===== src/rtl/mvm_pkg.sv =====
// Shared types and arithmetic helpers for the matrix-vector MAC core.
package mvm_pkg;

  typedef enum logic [1:0] {IDLE, MAC, OUT} state_t;

  // Accumulator wide enough that N full-scale products cannot overflow.
  function automatic int acc_w(input int n, input int dw);
    return 2 * dw + $clog2(n);
  endfunction

  function automatic longint sat_max(input int dw);
    return (64'sd1 <<< (dw - 1)) - 64'sd1;
  endfunction

  function automatic longint sat_min(input int dw);
    return -(64'sd1 <<< (dw - 1));
  endfunction

endpackage


===== src/rtl/matrix_vector_mac_if.sv =====
// Streaming vector in/out plus coefficient write port of the matrix-vector MAC.
interface matrix_vector_mac_if #(
  parameter int N  = 3,
  parameter int DW = 16
);
  logic [N*DW-1:0]        in_vec_i;
  logic                   in_valid_i;
  logic                   in_ready_o;
  logic [N*DW-1:0]        out_vec_o;
  logic [N-1:0]           out_sat_o;
  logic                   out_valid_o;
  logic                   out_ready_i;
  logic                   coef_we_i;
  logic [$clog2(N*N)-1:0] coef_addr_i;
  logic [DW-1:0]          coef_data_i;
  logic                   coef_commit_i;
  logic                   busy_o;

  modport slave (
    input  in_vec_i, in_valid_i, out_ready_i,
    input  coef_we_i, coef_addr_i, coef_data_i, coef_commit_i,
    output in_ready_o, out_vec_o, out_sat_o, out_valid_o, busy_o
  );

  modport master (
    output in_vec_i, in_valid_i, out_ready_i,
    output coef_we_i, coef_addr_i, coef_data_i, coef_commit_i,
    input  in_ready_o, out_vec_o, out_sat_o, out_valid_o, busy_o
  );
endinterface


===== src/rtl/mvm_shift_sat.sv =====
// Per-row result stage: arithmetic right shift (floor) then clip to DW bits.
module mvm_shift_sat
  import mvm_pkg::*;
#(
  parameter int ACC_W = 34,
  parameter int DW    = 16,
  parameter int SHIFT = 0
) (
  input  logic signed [ACC_W-1:0] acc,
  output logic        [DW-1:0]    y,
  output logic                    sat
);
  localparam logic signed [ACC_W-1:0] MAXV = ACC_W'(sat_max(DW));
  localparam logic signed [ACC_W-1:0] MINV = ACC_W'(sat_min(DW));

  logic signed [ACC_W-1:0] sh;

  assign sh = acc >>> SHIFT;

  always_comb begin
    sat = 1'b1;
    y   = MAXV[DW-1:0];
    if (sh > MAXV) begin
      y = MAXV[DW-1:0];
    end else if (sh < MINV) begin
      y = MINV[DW-1:0];
    end else begin
      sat = 1'b0;
      y   = sh[DW-1:0];
    end
  end
endmodule


===== src/rtl/matrix_vector_mac.sv =====
// N x N signed matrix-vector multiply, one column per cycle, with a
// double-buffered coefficient bank and shift+saturate output stage.
module matrix_vector_mac
  import mvm_pkg::*;
#(
  parameter int N     = 3,
  parameter int DW    = 16,
  parameter int SHIFT = 0
) (
  input  logic               clk_i,
  input  logic               rstn_i,
  matrix_vector_mac_if.slave bus
);
  localparam int ACC_W = acc_w(N, DW);
  localparam int NN    = N * N;
  localparam int KW    = $clog2(N + 1);

  state_t                state;
  logic [KW-1:0]         k, kk;
  logic [N-1:0][DW-1:0]  x_q;
  logic [NN-1:0][DW-1:0] shadow, shadow_nxt, active;
  logic                  pending;
  logic [N-1:0][DW-1:0]  y_w, out_vec;
  logic [N-1:0]          sat_w, out_sat;
  logic                  out_valid, busy;
  logic                  in_ready, accept, acc_en;

  assign in_ready = !pending && (state == IDLE || (state == OUT && bus.out_ready_i));
  assign accept   = bus.in_valid_i && in_ready;
  // k == N is the extra cycle that registers the shifted/saturated result,
  // keeping multiply-add and shift-saturate in separate cycles.
  assign acc_en   = (state == MAC) && (k != KW'(N));
  assign kk       = acc_en ? k : '0;

  // Same-cycle write is visible to a copy happening in that cycle.
  always_comb begin
    shadow_nxt = shadow;
    if (bus.coef_we_i && int'(bus.coef_addr_i) < NN)
      shadow_nxt[bus.coef_addr_i] = bus.coef_data_i;
  end

  for (genvar r = 0; r < N; r++) begin : g_row
    logic signed [DW-1:0]    a_w, x_w;
    logic signed [2*DW-1:0]  prod;
    logic signed [ACC_W-1:0] acc;

    assign a_w  = active[r*N + int'(kk)];
    assign x_w  = x_q[kk];
    assign prod = (2*DW)'(a_w) * (2*DW)'(x_w);

    always_ff @(posedge clk_i) begin
      if (!rstn_i || accept) acc <= '0;
      else if (acc_en)       acc <= acc + ACC_W'(prod);
    end

    mvm_shift_sat #(.ACC_W(ACC_W), .DW(DW), .SHIFT(SHIFT)) u_sat (
      .acc (acc),
      .y   (y_w[r]),
      .sat (sat_w[r])
    );
  end

  always_ff @(posedge clk_i) begin
    if (!rstn_i) begin
      state     <= IDLE;
      k         <= '0;
      x_q       <= '0;
      shadow    <= '0;
      active    <= '0;
      pending   <= 1'b0;
      out_vec   <= '0;
      out_sat   <= '0;
      out_valid <= 1'b0;
      busy      <= 1'b0;
    end else begin
      shadow <= shadow_nxt;
      if (bus.coef_commit_i) pending <= 1'b1;
      case (state)
        IDLE: begin
          if (pending) begin
            active  <= shadow_nxt;
            pending <= 1'b0;
          end else if (accept) begin
            x_q   <= bus.in_vec_i;
            k     <= '0;
            state <= MAC;
            busy  <= 1'b1;
          end
        end
        MAC: begin
          if (k == KW'(N)) begin
            out_vec   <= y_w;
            out_sat   <= sat_w;
            out_valid <= 1'b1;
            state     <= OUT;
          end else begin
            k <= k + 1'b1;
          end
        end
        OUT: begin
          if (bus.out_ready_i) begin
            out_valid <= 1'b0;
            if (accept) begin
              x_q   <= bus.in_vec_i;
              k     <= '0;
              state <= MAC;
            end else begin
              state <= IDLE;
              busy  <= 1'b0;
            end
          end
        end
        default: state <= IDLE;
      endcase
    end
  end

  assign bus.in_ready_o  = in_ready;
  assign bus.out_vec_o   = out_vec;
  assign bus.out_sat_o   = out_sat;
  assign bus.out_valid_o = out_valid;
  assign bus.busy_o      = busy;
endmodule


===== src/flat_wrapper.sv =====
// flat-port wrapper written by rule: the top's interface ports become plain ports
module matrix_vector_mac_flat import mvm_pkg::*;
#(
  parameter int N     = 3,
  parameter int DW    = 16,
  parameter int SHIFT = 0
)
  (clk_i, rstn_i, bus_in_vec_i, bus_in_valid_i, bus_out_ready_i, bus_coef_we_i, bus_coef_addr_i, bus_coef_data_i, bus_coef_commit_i, bus_in_ready_o, bus_out_vec_o, bus_out_sat_o, bus_out_valid_o, bus_busy_o);
  matrix_vector_mac_if #(.N(N), .DW(DW)) bus_i ();
  input  logic clk_i;
  input  logic rstn_i;
  input wire logic [$bits(bus_i.in_vec_i)-1:0] bus_in_vec_i;
  input wire logic [$bits(bus_i.in_valid_i)-1:0] bus_in_valid_i;
  input wire logic [$bits(bus_i.out_ready_i)-1:0] bus_out_ready_i;
  input wire logic [$bits(bus_i.coef_we_i)-1:0] bus_coef_we_i;
  input wire logic [$bits(bus_i.coef_addr_i)-1:0] bus_coef_addr_i;
  input wire logic [$bits(bus_i.coef_data_i)-1:0] bus_coef_data_i;
  input wire logic [$bits(bus_i.coef_commit_i)-1:0] bus_coef_commit_i;
  output wire logic [$bits(bus_i.in_ready_o)-1:0] bus_in_ready_o;
  output wire logic [$bits(bus_i.out_vec_o)-1:0] bus_out_vec_o;
  output wire logic [$bits(bus_i.out_sat_o)-1:0] bus_out_sat_o;
  output wire logic [$bits(bus_i.out_valid_o)-1:0] bus_out_valid_o;
  output wire logic [$bits(bus_i.busy_o)-1:0] bus_busy_o;
  assign bus_i.in_vec_i = bus_in_vec_i;
  assign bus_i.in_valid_i = bus_in_valid_i;
  assign bus_i.out_ready_i = bus_out_ready_i;
  assign bus_i.coef_we_i = bus_coef_we_i;
  assign bus_i.coef_addr_i = bus_coef_addr_i;
  assign bus_i.coef_data_i = bus_coef_data_i;
  assign bus_i.coef_commit_i = bus_coef_commit_i;
  assign bus_in_ready_o = bus_i.in_ready_o;
  assign bus_out_vec_o = bus_i.out_vec_o;
  assign bus_out_sat_o = bus_i.out_sat_o;
  assign bus_out_valid_o = bus_i.out_valid_o;
  assign bus_busy_o = bus_i.busy_o;
  matrix_vector_mac #(.N(N), .DW(DW), .SHIFT(SHIFT)) u_core (.clk_i(clk_i), .rstn_i(rstn_i), .bus(bus_i));
endmodule

===== config.mk =====
export PLATFORM = sky130hd
export DESIGN_NAME = matrix_vector_mac_flat
export DESIGN_NICKNAME = d
export VERILOG_FILES = /design/src/rtl/mvm_pkg.sv /design/src/rtl/matrix_vector_mac_if.sv /design/src/rtl/mvm_shift_sat.sv /design/src/rtl/matrix_vector_mac.sv /design/src/flat_wrapper.sv
export SDC_FILE = /design/constraint.sdc
export NUM_CORES = 2
export LEC_CHECK = 0
export CORE_MARGIN = 3
export CORE_UTILIZATION = 55
export CTS_BUF_LIST = sky130_fd_sc_hd__clkbuf_2 sky130_fd_sc_hd__clkbuf_4 sky130_fd_sc_hd__clkbuf_8
export CTS_CLUSTER_DIAMETER = 60
export DETAILED_ROUTE_END_ITERATION = 12
export PLACE_DENSITY = 0.75
export SYNTH_ARGS = -nofsm -noshare
export SYNTH_HDL_FRONTEND = slang
export SYNTH_SLANG_ARGS = --single-unit

===== constraint.sdc =====
create_clock -name clk_i -period 7.8 [get_ports clk_i]
set_clock_uncertainty 0.15 [all_clocks]
set_input_delay 0.78 -clock clk_i [delete_from_list [all_inputs] [get_ports clk_i]]
set_output_delay 0.78 -clock clk_i [all_outputs]
set_load 0.02 [all_outputs]

Yosys cells after proc, flatten, opt, wreduce, memory -nomap -nowiden
Index checks and enable logic that the tools add are counted.
- register bits after elaboration: 496
- latch bits: 0
- RAM bits: 0
- ROM bits: 0
- input bits: 74
- output and inout bits: 54
- logic and storage cells: 139
- memories kept: 0
- add/subtract/negate cells: 6
- multipliers: 3
- divide/modulo/power cells: 0
- order comparisons: 13
- equal/unequal tests: 10
- shifts and indexed selects: 0
- mux-type cells: 53
- bitwise operators: 0
- reduce and logical (&&, ||, !) cells: 21
- operator list (kind ; count):
    2-to-1 mux 16 bit ; 13
    bitwise mux 144 bit ; 1
    2-to-1 mux 144 bit ; 1
    2-to-1 mux 48 bit ; 3
    binary-select mux 16 bit (select 4 bit) ; 2
    adder 34 x 32 -> 34 bit ; 3
    greater-than comparator 34 x 16 -> 1 bit, second input constant ; 3
    < comparator 34 x 16 -> 1 bit, second input constant ; 3
    multiplier 16 x 16 -> 32 bit ; 3
    case mux 48 bit (2 select lines) ; 1
    binary-select mux 16 bit (select 2 bit) ; 2
    demux 16 bit (select 4 bit) ; 1
    < comparator 32 x 6 -> 1 bit, second input constant ; 2
    2-to-1 mux 2 bit ; 9
    2-to-1 mux 1 bit ; 16
    != test 2 bit, second input constant ; 6
    case mux 2 bit (3 select lines) ; 2
    AND reduction 4 bit ; 2
    logical AND 1 bit ; 6
    AND reduction 3 bit ; 2
    < comparator 2 x 5 -> 1 bit, second input constant ; 1
    < comparator 4 x 5 -> 1 bit, second input constant ; 1
    AND reduction 5 bit ; 1
    adder 3 x 2 -> 4 bit, first input constant ; 1
    other kinds (15) ; 21

Longest topological paths before layout
- depth in word-level cells: 9
- mapped depth: 32
- gate-level depth less buffers: 27

Modules after synthesis
From an unflattened synthesis, not the netlist that was laid out.
- cell total of the unflattened synthesis: 5989
- area total of the unflattened synthesis: 53456.3 µm²
- modules (own cells, without submodules) (module ; times used ; cells each ; area each (µm²) ; sequential area each (µm²)):
    matrix_vector_mac ; 1 ; 5884 ; 52720.6 ; 9929.5
    mvm_shift_sat ; 3 ; 35 ; 245.2 ; 0.0

Worst setup path before layout
OpenSTA, ideal clock, no wires.
- path type: register to register
- from: reg u_core.k[0]
- to: reg u_core.g_row[2].acc[31]
- library setup time: 0.062 ns
- data arrival time: 7.371 ns
- data required time: 7.588 ns
- setup slack: 0.217 ns
- cell stages (with the launch flop): 29
- buffers on the path: 5
- period minus slack after synthesis: 7.583 ns
- path through: dfxtp_1 > ha_1 > or3b_1 > clkbuf_1 > buf_2 > buf_2 > buf_2 > a221oi_2 > nor2_1 > fa_1 > inv_1 > fa_1 > fa_1 > inv_1 > fa_1 > fa_1 > inv_1 > fa_1 > inv_1 > ha_1 > buf_2 > o21a_2 > o211ai_2 > a211o_1 > and3b_4 > o211a_4 > o31a_1 > or4_1 > nand3_1
- longest elaborated chain between the ends: 9
- elaborated cells on any way between the ends: 11
- classes of those cells: add/sub (2); mul (1); eq/ne (1); mux (6); reduce/logical (1)
- ends and longest elaborated chain (element ; line ; RTL):
    start, declared ; matrix_vector_mac.sv:19 ; logic [KW-1:0] k, kk;
    start signal, assigned ; matrix_vector_mac.sv:97 ; k <= k + 1'b1;
    != test 2 bit ; matrix_vector_mac.sv:32 ; assign acc_en = (state == MAC) && (k != KW'(N));
    logical AND 1 bit ; matrix_vector_mac.sv:32 ;
    2-to-1 mux 2 bit ; matrix_vector_mac.sv:33 ; assign kk = acc_en ? k : '0;
    adder 3 x 2 -> 4 bit ; matrix_vector_mac.sv:47 ; assign a_w = active[r*N + int'(kk)];
    binary-select mux 16 bit (select 4 bit) ; matrix_vector_mac.sv:47 ;
    2-to-1 mux 16 bit (implied by the code) (2 in series) ; matrix_vector_mac.sv:47 ;
    multiplier 16 x 16 -> 32 bit ; matrix_vector_mac.sv:49 ; assign prod = (2*DW)'(a_w) * (2*DW)'(x_w);
    adder 34 x 32 -> 34 bit ; matrix_vector_mac.sv:53 ; else if (acc_en) acc <= acc + ACC_W'(prod);
    end signal, assigned ; matrix_vector_mac.sv:53 ;
    end, declared ; matrix_vector_mac.sv:45 ; logic signed [ACC_W-1:0] acc;
Several ways; a longest one is shown, not always the timed one. The select of a mux whose other input is x is not followed.
A chain may end at the register's enable or synchronous reset.

Worst setup path after layout
- from: reg u_core.k[1]
- to: reg u_core.g_row[1].acc[33]
- longest elaborated chain between the ends: 9
- elaborated cells on any way between the ends: 11
- classes of those cells: add/sub (2); mul (1); eq/ne (1); mux (6); reduce/logical (1)
- ends and longest elaborated chain (element ; line):
    != test 2 bit ; matrix_vector_mac.sv:32
    logical AND 1 bit ; matrix_vector_mac.sv:32
    2-to-1 mux 2 bit ; matrix_vector_mac.sv:33
    adder 2 x 2 -> 3 bit ; matrix_vector_mac.sv:47
    binary-select mux 16 bit (select 4 bit) ; matrix_vector_mac.sv:47
    2-to-1 mux 16 bit (implied by the code) (2 in series) ; matrix_vector_mac.sv:47
    multiplier 16 x 16 -> 32 bit ; matrix_vector_mac.sv:49
    adder 34 x 32 -> 34 bit ; matrix_vector_mac.sv:53
    end signal, assigned ; matrix_vector_mac.sv:53
    end, declared ; matrix_vector_mac.sv:45
Several ways; a longest one is shown, not always the timed one. The select of a mux whose other input is x is not followed.

==> impl_metrics.py <==
metrics = {
    "die": {
        "boundaryPins": 128,
        "die_area_um2": 100400,
        "num_rows": 113,
        "start_util": 0.5568,
        "core_area_um2": 95440,
        "fp.dieH_um": 316.8,
        "fp.dieW_um": 316.8,
    },
    "synth": {
        "synth_top_area_cell": "fa_1",
        "synth.top_cell.area_share": 0.3451,
        "ys_seq_area_frac": 0.1869,
        "synth_enable_flop_cells": 0,
        "synthCells": 5916,
        "ys_seq_elements": 496,
        "yosys-top-cells-count": "1048 x inv_1, 916 x fa_1, 867 x nand2_1",
        "syn-num-nets": 7212,
        "synth_area_per_cell_um2": 8.982,
        "synth_area_um2": 53140,
        "ys_types": 81,
        "yosys.cell_count.top_type": "inv_1",
        "synthArstFlopShare": 0,
        "ys_top_cells_by_area": "fa_1 35%, dfxtp_1 19%, inv_1 7.4%",
        "synth_warnings": 0,
        "synthFlopType": "dfxtp_1",
    },
    "cts": {
        "cts_max_path_buffers": 3,
        "cts_tree": "yes",
        "cts_buffers": 87,
        "clock_latency_ps": 780,
        "clkTransAtPathRegs_ps": 60,
        "h-tree-depth": 3,
        "root_buffer": "clkbuf_8",
        "cts.sinks": 496,
    },
    "global_route": {
        "grt_use_total": 0.3309,
        "grt_antenna_before_repair": 2,
        "grt_overflow": 0,
        "grt_max_degree": 146,
        "grt_pass1_vias": 45210,
        "grt_first_pass_wirelength_um": 254500,
    },
    "final_layout": {
        "design_area_um2": 61830,
        "syn2layout_area_growth_pct": 16.37,
        "final-seq-area_um2": 9935,
        "final_net_count": 7553,
        "fillers": 7700,
        "multi_input_area_um2": 38910,
        "utilization": 0.6479,
        "final_layout_size_suffix_gt1_frac": 0.1288,
        "finalNonFillerCells": 7588,
    },
    "route": {
        "drt_iter0_markers": 3881,
        "wirelength_um": 165000,
        "ant_nets": 0,
        "routedWlPerCell_um": 21.74,
        "num_vias": 43520,
        "first_pass_iters": 8,
        "routed_via_density": 5.736,
        "drc": 0,
    },
    "critical_path": {
        "cpMaxStageDelayCell": "fa_1",
        "critPathMaxStageDelay_ps": 550,
        "critPathMostFrequentCell": "fa_1",
        "crit_required_ps": 8340,
        "worstPathMaxFanout": 17,
        "cp-start-kind": "flip-flop",
        "endpoint_kind": "flip-flop",
        "cp.arrival_ps": 8330,
        "critical_path_class": "flip-flop to flip-flop",
    },
    "timing": {
        "report.final.slew_viol_count": 0,
        "hold_viol": 0,
        "rsz0062_at_grt": "yes",
        "tightest_slew_ps": 1240,
        "max_freq_mhz": 128.4,
        "fin_setup_tns_ps": 0,
        "slew-limit-headroom": 0.1705,
        "timing.final.crit_share": 0.9984,
        "fin_ws_ps": 12.35,
        "finalSetupViolations": 0,
        "layout_min_cycle_time_ps": 7788,
        "hold_slack_ps": 308.7,
    },
    "placed_design": {
        "dp_cells": 7331,
        "place_area_um2": 57860,
        "gp_congestion": 0.9630,
        "place.port_buffers": 127,
        "dp_hpwl_um": 124500,
        "place_ws_ps": -208.9,
    },
    "pwr": {
        "powerDensity_nw_per_um2": 225.9,
        "power_leakage_nw": 29.76,
        "vdd_drop_max_mv": 0.2643,
        "total_power_mw": 13.97,
    },
    "worst_hold_path": {
        "hp-class": "flip-flop to flip-flop",
    },
    "outcome": {
        "status": "complete, no violations",
    },
    "job": {
        "cap_viol_max_count": 0,
    },
}
## sequential cells by signal, indices dropped and copies added, names as in the netlist
name                    cells
u_core.bus.out_sat_o        3
u_core.shadow             144
u_core.active             144
u_core.k                    2
u_core.bus.out_vec_o       48
u_core.pending              1
u_core.g_row.acc          102
u_core.x_q                 48
u_core.bus.out_valid_o      1
u_core.state                2
u_core.bus.busy_o           1
## cells in the final DEF, fill, tap and decap left out, types with 86 or more instances in the layout
master           Yosys  routed
a21boi_0           206     206
a21oi_1            203     174
buf_4                8     361
clkbuf_8             0     107
clkdlybuf4s50_1      0     126
dfxtp_1            496     494
fa_1               916     909
ha_1               306     289
inv_1             1048    1042
nand2_1            867     861
nand3_1             89      86
nor2_1             477     453
o21ai_0            109     101
o22a_1             149     147
## power by group
group	switching [mW]	leakage (nW)	internal, mW
registers	0.229	4.03	2.72
clock network	1.20	1.03	1.51
logic	4.72	24.7	3.58
total	6.16	29.8	7.81
## worst max-delay path: cells and delay by family (launching register included)
family	cells	cell delay [ps]
flops	1	350
compound gates	6	870
fa+ha+maj	8	3450
simple gates	6	1390
buf+inv	12	1460
## cells by family after synthesis
group                      count (synthesis)  synth area share
AOI/OAI and AO/OA                        957            0.1310
xor gates and xnor gates                  91           0.01500
adders and majority gates               1222            0.4172
buffers and inverters                   1366           0.09958
DFF                                      496            0.1869
muxes                                     67           0.01307
and+or+nand+nor                         1717            0.1373
## what timing repair did
item / CTS / global route
gates cloned: 4 / 10
endpoints found under the setup margin: 27 / 45
hold buffers: 0 / 0
setup buffers: 22 / 68
pin swaps: 9 / 73
gates resized for setup: 32 / 147
## per-layer routing
layer	GRT usage	up-vias	routed length [µm]
li1	-	19310	-
met1	0.4183	21690	63250
met2	0.5407	1973	75990
met3	0.06986	548	15110
met4	0.1645	2	10590
met5	0	-	13
## final timing paths
kind | from | end | slack, ps | cells past startpoint
setup / recovery | u_core.k[1] | u_core.g_row[1].acc[33] | 10 | 32
hold / removal | u_core.bus.out_vec_o[2] | u_core.bus.out_vec_o[2] | 310 | 2
setup reg to reg | u_core.k[1] | u_core.g_row[1].acc[33] | 10 | 32
hold reg to reg | u_core.bus.out_vec_o[2] | u_core.bus.out_vec_o[2] | 310 | 2
## cell type report
type / instances / area share
Tap cell: 1265 / 0.02560
Timing Repair Buffer: 569 / 0.08942
Sequential cell: 496 / 0.1607
Inverter: 1049 / 0.06368
Multi-Input combinational cell: 4054 / 0.6293
Clock buffer: 126 / 0.02612
Antenna cell: 2 / 0.00008094
Clock inverter: 27 / 0.005160
No activity file was read; power rests on OpenSTA's default activity.
